$ cat config.mk
export PLATFORM = sky130hd
export DESIGN_NAME = regfile_sb_2r1w
export DESIGN_NICKNAME = d
export VERILOG_FILES = /design/src/rtl/cpu_defs_pkg.sv /design/src/rtl/regfile_sb_2r1w_scoreboard.sv /design/src/rtl/regfile_sb_2r1w.sv
export SDC_FILE = /design/constraint.sdc
export NUM_CORES = 1
export LEC_CHECK = 0
export ABC_AREA = 0
export BUFFER_PORTS_ARGS = -buffer_cell sky130_fd_sc_hd__buf_2
export CORE_MARGIN = 3
export CORE_UTILIZATION = 56
export DETAILED_ROUTE_END_ITERATION = 10
export GPL_ROUTABILITY_DRIVEN = 0
export PLACE_DENSITY_LB_ADDON = 0.15
export RECOVER_POWER = 25
export SETUP_SLACK_MARGIN = 0.1
export SLEW_MARGIN = 25
export SYNTH_ARGS = -nofsm -noshare
export SYNTH_HDL_FRONTEND = slang
export SYNTH_SLANG_ARGS = --single-unit
$ cat constraint.sdc
create_clock -name clk -period 2.9 [get_ports clk]
set_input_delay 0.29 -clock clk [delete_from_list [all_inputs] [get_ports clk]]
set_output_delay 0.29 -clock clk [all_outputs]
set_load 0.02 [all_outputs]
$ cat src/rtl/cpu_defs_pkg.sv
// Shared CPU definitions: register address width, register count, zero register.
// Used by the register file and its busy scoreboard.
package cpu_defs;

    localparam int REG_ADDR_W = 5;
    localparam int NREG       = 32;
    localparam int DEF_DATA_W = 16;

    localparam logic [REG_ADDR_W-1:0] REG_ZERO = 5'd0;

    function automatic logic is_zero_reg(input logic [REG_ADDR_W-1:0] a);
        return a == REG_ZERO;
    endfunction

endpackage

$ cat src/rtl/regfile_sb_2r1w_scoreboard.sv
// Busy scoreboard: per-register pending bits, reserve/release priority, stall.
// REGFILE_BYPASS_EN lets a matching writeback hide the operand's busy bit.
module regfile_scoreboard
    import cpu_defs::*;
#(
    parameter int ADDR_W = REG_ADDR_W
) (
    input  logic                 clk,
    input  logic                 rst_n,
    input  logic [ADDR_W-1:0]    rs_addr,
    input  logic [ADDR_W-1:0]    rt_addr,
    input  logic                 wr_en,
    input  logic [ADDR_W-1:0]    wr_addr,
    input  logic                 iss_en,
    input  logic [ADDR_W-1:0]    iss_addr,
    output logic                 stall,
    output logic [2**ADDR_W-1:0] busy
);

    logic rs_pend;
    logic rt_pend;
    logic wr_live;
    logic iss_live;

    assign wr_live  = wr_en && (wr_addr != '0);
    assign iss_live = iss_en && !stall && (iss_addr != '0);

    always_comb begin
        rs_pend = (rs_addr != '0) && busy[rs_addr];
        rt_pend = (rt_addr != '0) && busy[rt_addr];
`ifdef REGFILE_BYPASS_EN
        if (wr_live && wr_addr == rs_addr) rs_pend = 1'b0;
        if (wr_live && wr_addr == rt_addr) rt_pend = 1'b0;
`endif
    end

    assign stall = rs_pend || rt_pend;

    // Reserve is applied last so a new producer wins over a same-cycle release.
    always_ff @(posedge clk or negedge rst_n) begin
        if (!rst_n) begin
            busy <= '0;
        end else begin
            if (wr_live)  busy[wr_addr]  <= 1'b0;
            if (iss_live) busy[iss_addr] <= 1'b1;
        end
    end

endmodule

$ cat src/rtl/regfile_sb_2r1w.sv
// 32x16 2-read/1-write register file with integrated busy scoreboard.
// Define REGFILE_BYPASS_EN to forward same-cycle writeback data to the read ports.
module regfile_sb_2r1w
    import cpu_defs::*;
#(
    parameter int DATA_W = DEF_DATA_W,
    parameter int ADDR_W = REG_ADDR_W
) (
    input  logic                 clk,
    input  logic                 rst_n,
    input  logic [ADDR_W-1:0]    rs_addr,
    input  logic [ADDR_W-1:0]    rt_addr,
    output logic [DATA_W-1:0]    rs_data,
    output logic [DATA_W-1:0]    rt_data,
    input  logic                 wr_en,
    input  logic [ADDR_W-1:0]    wr_addr,
    input  logic [DATA_W-1:0]    wr_data,
    input  logic                 iss_en,
    input  logic [ADDR_W-1:0]    iss_addr,
    output logic                 stall,
    output logic [2**ADDR_W-1:0] busy
);

    localparam int NENT = 2**ADDR_W;

    logic [DATA_W-1:0] regs [NENT];

    always_ff @(posedge clk or negedge rst_n) begin
        if (!rst_n) begin
            for (int i = 0; i < NENT; i++) regs[i] <= '0;
        end else if (wr_en && wr_addr != '0) begin
            regs[wr_addr] <= wr_data;
        end
    end

    // Entry 0 is never written, so it reads 0 without a special case.
    always_comb begin
        rs_data = '0;
        rt_data = '0;
        if (rst_n) begin
            rs_data = regs[rs_addr];
            rt_data = regs[rt_addr];
`ifdef REGFILE_BYPASS_EN
            if (wr_en && wr_addr != '0 && wr_addr == rs_addr) rs_data = wr_data;
            if (wr_en && wr_addr != '0 && wr_addr == rt_addr) rt_data = wr_data;
`endif
        end
    end

    regfile_scoreboard #(
        .ADDR_W(ADDR_W)
    ) u_sb (
        .clk     (clk),
        .rst_n   (rst_n),
        .rs_addr (rs_addr),
        .rt_addr (rt_addr),
        .wr_en   (wr_en),
        .wr_addr (wr_addr),
        .iss_en  (iss_en),
        .iss_addr(iss_addr),
        .stall   (stall),
        .busy    (busy)
    );

endmodule
==> results.py, run 1 <==
metrics = {
    "run_status": {
        "outcome": "finished with violations",
        "violations": "setup timing",
    },
    "setup_path": {
        "worstRegToRegCells": 9,
        "r2r_slack_ns": 0.19,
        "worstSetupStartpoint": "u_sb.busy[16]",
        "cp-end-kind": "primary output",
        "cp_max_fo": 4,
        "startpoint_type": "flop",
        "r2r_end": "u_sb.busy[8]",
        "rr_startpoint": "u_sb.busy[16]",
        "crit_type": "flop to primary output",
        "worst-endpoint-arrival_ns": 2.83,
        "required_ns": 2.61,
        "crit_end": "stall",
    },
    "place": {
        "place_hpwl_um": 53600,
        "portBuffers": 104,
        "dp_slack_ns": 0.221,
    },
    "synth": {
        "ys_types": 27,
        "synthSimpleGateAreaFrac_pct": 2.25,
        "synth_compound_area_share_pct": 1.18,
        "synth_xor_area_share_pct": 0,
        "yosysWarnings": 0,
        "syn-num-nets": 1885,
        "synthMuxAreaShare_pct": 47.1,
        "synthAdderAreaFrac_pct": 0,
        "ys_ff_latch": 544,
        "avgSynthCellArea_um2": 15.8,
        "yosysSeqAreaShare_pct": 46.7,
        "mappedNetlistArea_um2": 29200,
        "synth_top_family_by_area": "multiplexers",
        "syn_inst": 1845,
    },
    "timing": {
        "finalSetupViolCount": 1,
        "setup_tns_ns": -0.221,
        "timing.final.crit_period_ns": 3.12,
        "fmax_ghz": 0.320,
        "finalHoldViolations": 0,
        "slew_viol_final": 0,
        "setup_slack_ns": -0.221,
        "fin_skew_ns": 0.0149,
        "slew_headroom_pct": 12.2,
        "final.period_utilization_pct": 108,
        "rsz0062_at_grt": "yes",
        "max_slew.worst_pin.slew_ns": 1.32,
    },
    "routing": {
        "drc": 0,
        "routed_wl_um": 83100,
        "drt_first_pass_iters": 5,
        "drt_iter0_drc": 1456,
        "vias_per_cell": 6.75,
        "ant_nets": 0,
        "num_vias": 18000,
        "wl_per_cell_um": 31.2,
    },
    "layout": {
        "ff_latch_area_um2": 13600,
        "fill_cells": 3761,
        "nets": 1983,
        "area_delta_synth_final_pct": 13.4,
        "multi_input_area_um2": 14800,
        "drive_above_1_share_pct": 56.3,
    },
    "clock_network": {
        "clock_latency_ns": 0.62,
        "cts_made_buffers": 58,
        "clockBufferDepth": 3,
        "clockRootBuffer": "clkbuf_16",
        "cts_tree": "yes",
        "cts.sinks": 544,
        "htreeDepth": 2,
        "clk_pin_slew_ns": 0.06,
    },
    "global_route": {
        "grt_start_max_net_pins": 99,
        "grt_overflow": 0,
        "grt_pass1_vias": 19000,
        "track_usage_pct": 31.1,
        "antenna_found_initial": 3,
        "grt_pass1_wl_um": 124000,
    },
    "power_and_ir_drop": {
        "p_total_mw": 23.0,
        "total_leakage_power_nw": 14.5,
        "vdd_drop_max_mv": 0.709,
        "power_per_cell_area_nw_per_um2": 696,
    },
    "floorplan": {
        "die_area_um2": 54900,
        "initial_utilization_pct": 56.7,
        "fp.dieH_um": 234,
        "die_w_um": 234,
        "coreArea_um2": 51400,
        "io-pin-count": 105,
        "rows": 83,
    },
    "worst_hold_path": {
        "worst_hold_path_type": "input port to async pin",
    },
    "run": {
        "maxCapViolations": 0,
    },
}
## critical path, stage by stage, from the launching register on
cell,delay [ns]
dfrtp_1,0.42
mux4_2,0.46
mux2_4,0.28
and3_4,0.17
or4_4,0.52
nor4_4,0.16
inv_1,0.08
buf_6,0.13
## state kept, by name, summed over array words and instances (netlist names)
register	cells
regs	512
u_sb.busy	32
## worst min path at each step
stage,from,to,slack (ns)
after global routing,rst_n,regs[355],0.18
final,rst_n,regs[435],0.16
after detailed placement,rst_n,regs[323],0.21
after global placement,rst_n,regs[323],0.22
after floorplan,rst_n,regs[0],-0.006
after CTS,rst_n,regs[323],0.16
## where the power goes
part           switching [mW]  internal (mW)  leakage (nW)  total, mW
clock                    3.03           4.44         0.941       7.48
sequential               1.11           9.09          6.97       10.2
combinational            2.17           3.18          6.57       5.35
total                    6.31           16.7          14.5       23.0
## placed cells by master (no fill, tap or decap), drive strengths merged
| cell | count |
|---|---|
| a2111oi | 2 |
| a211oi | 1 |
| a32o | 31 |
| and3 | 4 |
| and3b | 2 |
| buf | 214 |
| bufinv | 3 |
| clkbuf | 108 |
| clkinv | 6 |
| clkinvlp | 1 |
| dfrtp | 544 |
| diode | 2 |
| dlygate4sd3 | 1 |
| inv | 18 |
| mux2 | 497 |
| mux2i | 138 |
| mux4 | 300 |
| nand2 | 22 |
| nand3 | 5 |
| nand3b | 6 |
| nor2 | 22 |
| nor2b | 35 |
| nor3 | 4 |
| nor3b | 10 |
| nor4 | 2 |
| o41ai | 1 |
| or2 | 2 |
| or3b | 1 |
| or4 | 2 |
## cell families (layout without fill, tap and decap cells)
kind of cell	count (synthesis)	count (layout)
AND/OR/NAND/NOR	117	117
multiplexers	935	935
flip-flops	544	544
buffers and inverters	214	351
other	0	2
AO/OA/AOI/OAI	35	35
## synth_stat cells (all sizes together)
master | count | area (µm²)
mux4 | 300 | 6760
or3b | 1 | 8.76
a211oi | 1 | 7.51
dfrtp | 544 | 13600
o41ai | 1 | 8.76
inv | 18 | 67.6
nand3b | 6 | 45.0
buf | 48 | 200
clkbuf | 148 | 556
nand2 | 22 | 82.6
and3 | 4 | 25.0
a32o | 31 | 310
a2111oi | 2 | 17.5
nor2 | 22 | 82.6
nor3b | 10 | 75.1
mux2 | 497 | 5600
mux2i | 138 | 1380
nor3 | 4 | 20.0
or2 | 2 | 12.5
nor2b | 35 | 219
nor4 | 2 | 27.5
nand3 | 5 | 25.0
and3b | 2 | 17.5
or4 | 2 | 15.0
## cell type report
cell class | count | share of cell area [%]
inverters | 18 | 0.204
diodes | 2 | 0.0151
flip-flops and latches | 544 | 41.1
clock buffers | 89 | 5.38
clock inverters | 10 | 0.386
multi-input cells | 1087 | 44.7
repair buffers | 234 | 5.64
well taps | 680 | 2.57
## per-layer routing
metal	global-route usage, %	wire length [µm]
met3	6.17	5530
met5	0	25
met4	10.7	3170
met2	49.7	39800
met1	43.3	34500
## per-stage QoR
| stage | instances | cell area (µm²) | hold slack, ns | utilization, % |
|---|---|---|---|---|
| 2_1_floorplan | 1845 | 29200 | -0.00559 | - |
| 3_3_place_gp | 2553 | 31200 | 0.215 | 60.6 |
| 3_5_place_dp | 2553 | 31200 | 0.209 | 60.6 |
| 4_1_cts | 2659 | 33100 | 0.158 | 64.5 |
| 5_1_grt | 2662 | 33100 | 0.184 | 64.4 |
| 6_report | 2664 | 33100 | 0.161 | 64.4 |
## repair_timing
item,4_1_cts,5_1_grt
hold endpoints to repair,154,0
hold buffers,1,0
buffers inserted,6,3
setup endpoints to repair,1,9
pin swaps,2,1
resized for setup,5,2
No activity file was read; power rests on OpenSTA's default activity.
==> run 2, diff against run 1 <==
Settings changed: ABC_AREA 0 to 1.
==> results.py, run 2 <==
metrics = {
    "run_status": {
        "outcome": "finished with violations",
        "violations": "capacitance limit, slew limit",
    },
    "global_route": {
        "grt_overflow": 0,
        "use_met3_pct": 8.11,
        "grt_pass1_vias": 27300,
        "top_usage_layer": "met2",
        "globalRouteMet1Util_pct": 53.4,
        "antenna_found_initial": 2,
        "grt.met2_usage_pct": 57.5,
        "grt_pass1_wl_um": 167000,
        "track_usage_pct": 38.3,
        "grt_start_max_net_pins": 121,
    },
    "synth": {
        "synth.top_cell.area_share_pct": 45.1,
        "synth-edff-count": 0,
        "synthTopCellsByCount": "869 x o21ai_0, 858 x nand2_1, 544 x dfrtp_1",
        "ys_types": 29,
        "ys.flop_type": "dfrtp_1",
        "yosys.cell_count.top_type": "o21ai_0",
        "yosysWarnings": 0,
        "synth_area_leaders": "dfrtp_1 45%, o21ai_0 14%, nand2_1 11%, a21oi_1 6.3%, nand3_1 4.4%",
        "syn_inst": 4060,
        "syn-num-nets": 4100,
        "yosys.area.top_type": "dfrtp_1",
        "mappedNetlistArea_um2": 30200,
        "async_reset_ff_share_pct": 100,
        "yosysSeqAreaShare_pct": 45.1,
        "ys_ff_latch": 544,
        "avgSynthCellArea_um2": 7.43,
    },
    "clock_network": {
        "clockBufferDepth": 3,
        "htreeDepth": 2,
        "cts_made_buffers": 58,
        "post-cts-setup-buffers": 0,
        "cts.sinks": 544,
        "clockRootBuffer": "clkbuf_16",
        "cts_tree": "yes",
        "clk_pin_slew_ns": 0.06,
        "clock_latency_ns": 0.63,
    },
    "floorplan": {
        "die_w_um": 238,
        "die_area_um2": 56700,
        "io-pin-count": 105,
        "rows": 84,
        "fp.dieH_um": 238,
        "initial_utilization_pct": 57.0,
        "coreArea_um2": 53000,
    },
    "timing": {
        "fmax_ghz": 0.370,
        "final.period_utilization_pct": 93.1,
        "slew_headroom_pct": -39.5,
        "rsz0062_at_grt": "no",
        "setup_slack_ns": 0.200,
        "timing.final.crit_period_ns": 2.70,
        "setup_tns_ns": 0,
        "fin_skew_ns": 0.00450,
        "finalSetupViolCount": 0,
        "finalHoldViolations": 0,
        "slew_viol_final": 230,
        "max_slew.worst_pin.slew_ns": 2.09,
    },
    "routing": {
        "vias_per_cell": 6.29,
        "drt_iter0_drc": 4532,
        "wl_per_cell_um": 23.3,
        "num_vias": 29700,
        "drt_first_pass_iters": 7,
        "drc": 0,
        "ant_nets": 0,
        "routed_wl_um": 110000,
    },
    "layout": {
        "stdcell_area_um2": 33300,
        "final_cell_mix": "868 x o21ai_0, 858 x nand2_1, 544 x dfrtp_1",
        "diodes": 0,
        "area_delta_synth_final_pct": 10.3,
        "max_flop_register": "regs",
        "largestRegisters": "regs x512, u_sb.busy x32",
        "drive_above_1_share_pct": 9.15,
        "nets": 4037,
        "final_common_cell": "o21ai_0",
        "largest_reg_flops": 512,
    },
    "setup_path": {
        "worst-endpoint-arrival_ns": 2.41,
        "crit_type": "flop to primary output",
        "cp-end-kind": "primary output",
        "startpoint_type": "flop",
        "required_ns": 2.61,
        "cp_max_fo": 2,
    },
    "run": {
        "maxCapViolations": 7,
    },
    "power_and_ir_drop": {
        "total_leakage_power_nw": 15.1,
        "vdd_drop_max_mv": 0.536,
        "p_total_mw": 22.8,
        "power_per_cell_area_nw_per_um2": 686,
    },
    "worst_hold_path": {
        "worst_hold_path_type": "input port to flop",
    },
    "place": {
        "portBuffers": 104,
        "dpl_cell_area_um2": 31200,
        "place_hpwl_um": 67300,
        "dp_slack_ns": 0.352,
    },
}
run 2: cell types whose count changed in the layout (fill, tap and decap cells not counted), sizes merged, moves of 300 or more:
cell	previous run	this run
a21oi	0	381
inv	18	322
mux2	497	0
mux4	300	0
nand2	22	864
o21ai	0	930
run 2: what timing repair did:
item                                    4_1_cts  5_1_grt
endpoints found under the setup margin        1        0
endpoints found under the hold margin       106        0
hold buffers                                 14        0
gates resized for setup                       1        0
run 2: layer usage:
metal | routed length (µm) | up-vias
li1 | - | 13500
met1 | 43700 | 13900
met2 | 47200 | 1933
met3 | 13200 | 348
met4 | 5980 | 0
met5 | 0 | -
run 2: layout make-up:
type	count	area, µm²
Fill cell	4795	19700
Sequential cell	544	13600
Multi-Input combinational cell	2820	13500
Timing Repair Buffer	249	1980
Clock buffer	84	1730
Inverter	324	1220
Tap cell	688	861
Clock inverter	23	348
run 2: critical path, stage by stage, from the launching register on:
cell and delay [ns]:
dfrtp_1 0.35, inv_1 0.06, a21oi_1 0.10, o21ai_0 0.11, nand3_1 0.10, nand3_1 0.12, nand3_1 0.11, o21ai_1 0.09
nor2_1 0.39, buf_4 0.18, buf_2 0.15
run 2: per-stage QoR:
stage / hold WS [ns] / util [%] / cells
3_5_place_dp: 0.251 / 58.9 / 4611
4_1_cts: 0.00111 / 63.1 / 4732
2_1_floorplan: -0.00559 / - / 4060
5_1_grt: 0.0156 / 62.9 / 4732
6_report: 0.0318 / 62.9 / 4732
3_3_place_gp: 0.249 / 58.9 / 4611
run 2: power by group:
group          internal [mW]  total [mW]  leakage (nW)  switching, mW
sequential              9.03        10.0          6.98          0.971
combinational           1.60        4.66          7.13           3.07
clock                   4.92        8.18          1.02           3.26
run 2: path summary, 6_finish.rpt:
path	to	from	slack, ns	cells past startpoint
worst min register to register	regs[504]	regs[504]	0.38	0
min in group asynchronous	regs[191]	rst_n	0.18	2
worst max-delay path	rs_data[15]	regs[303]	0.20	10
worst max register to register	u_sb.busy[12]	u_sb.busy[21]	1.09	14
worst min-delay path	regs[280]	wr_data[8]	0.03	3
max in group asynchronous	regs[359]	rst_n	0.55	3
run 2: kinds of logic (layout without fill, tap and decap cells):
group / Yosys count / count (layout) / synth area share, %
flops: 544 / 544 / 45.1
simple gates: 1345 / 1345 / 18.9
buf+inv: 696 / 680 / 10.1
compound gates: 1475 / 1475 / 25.9
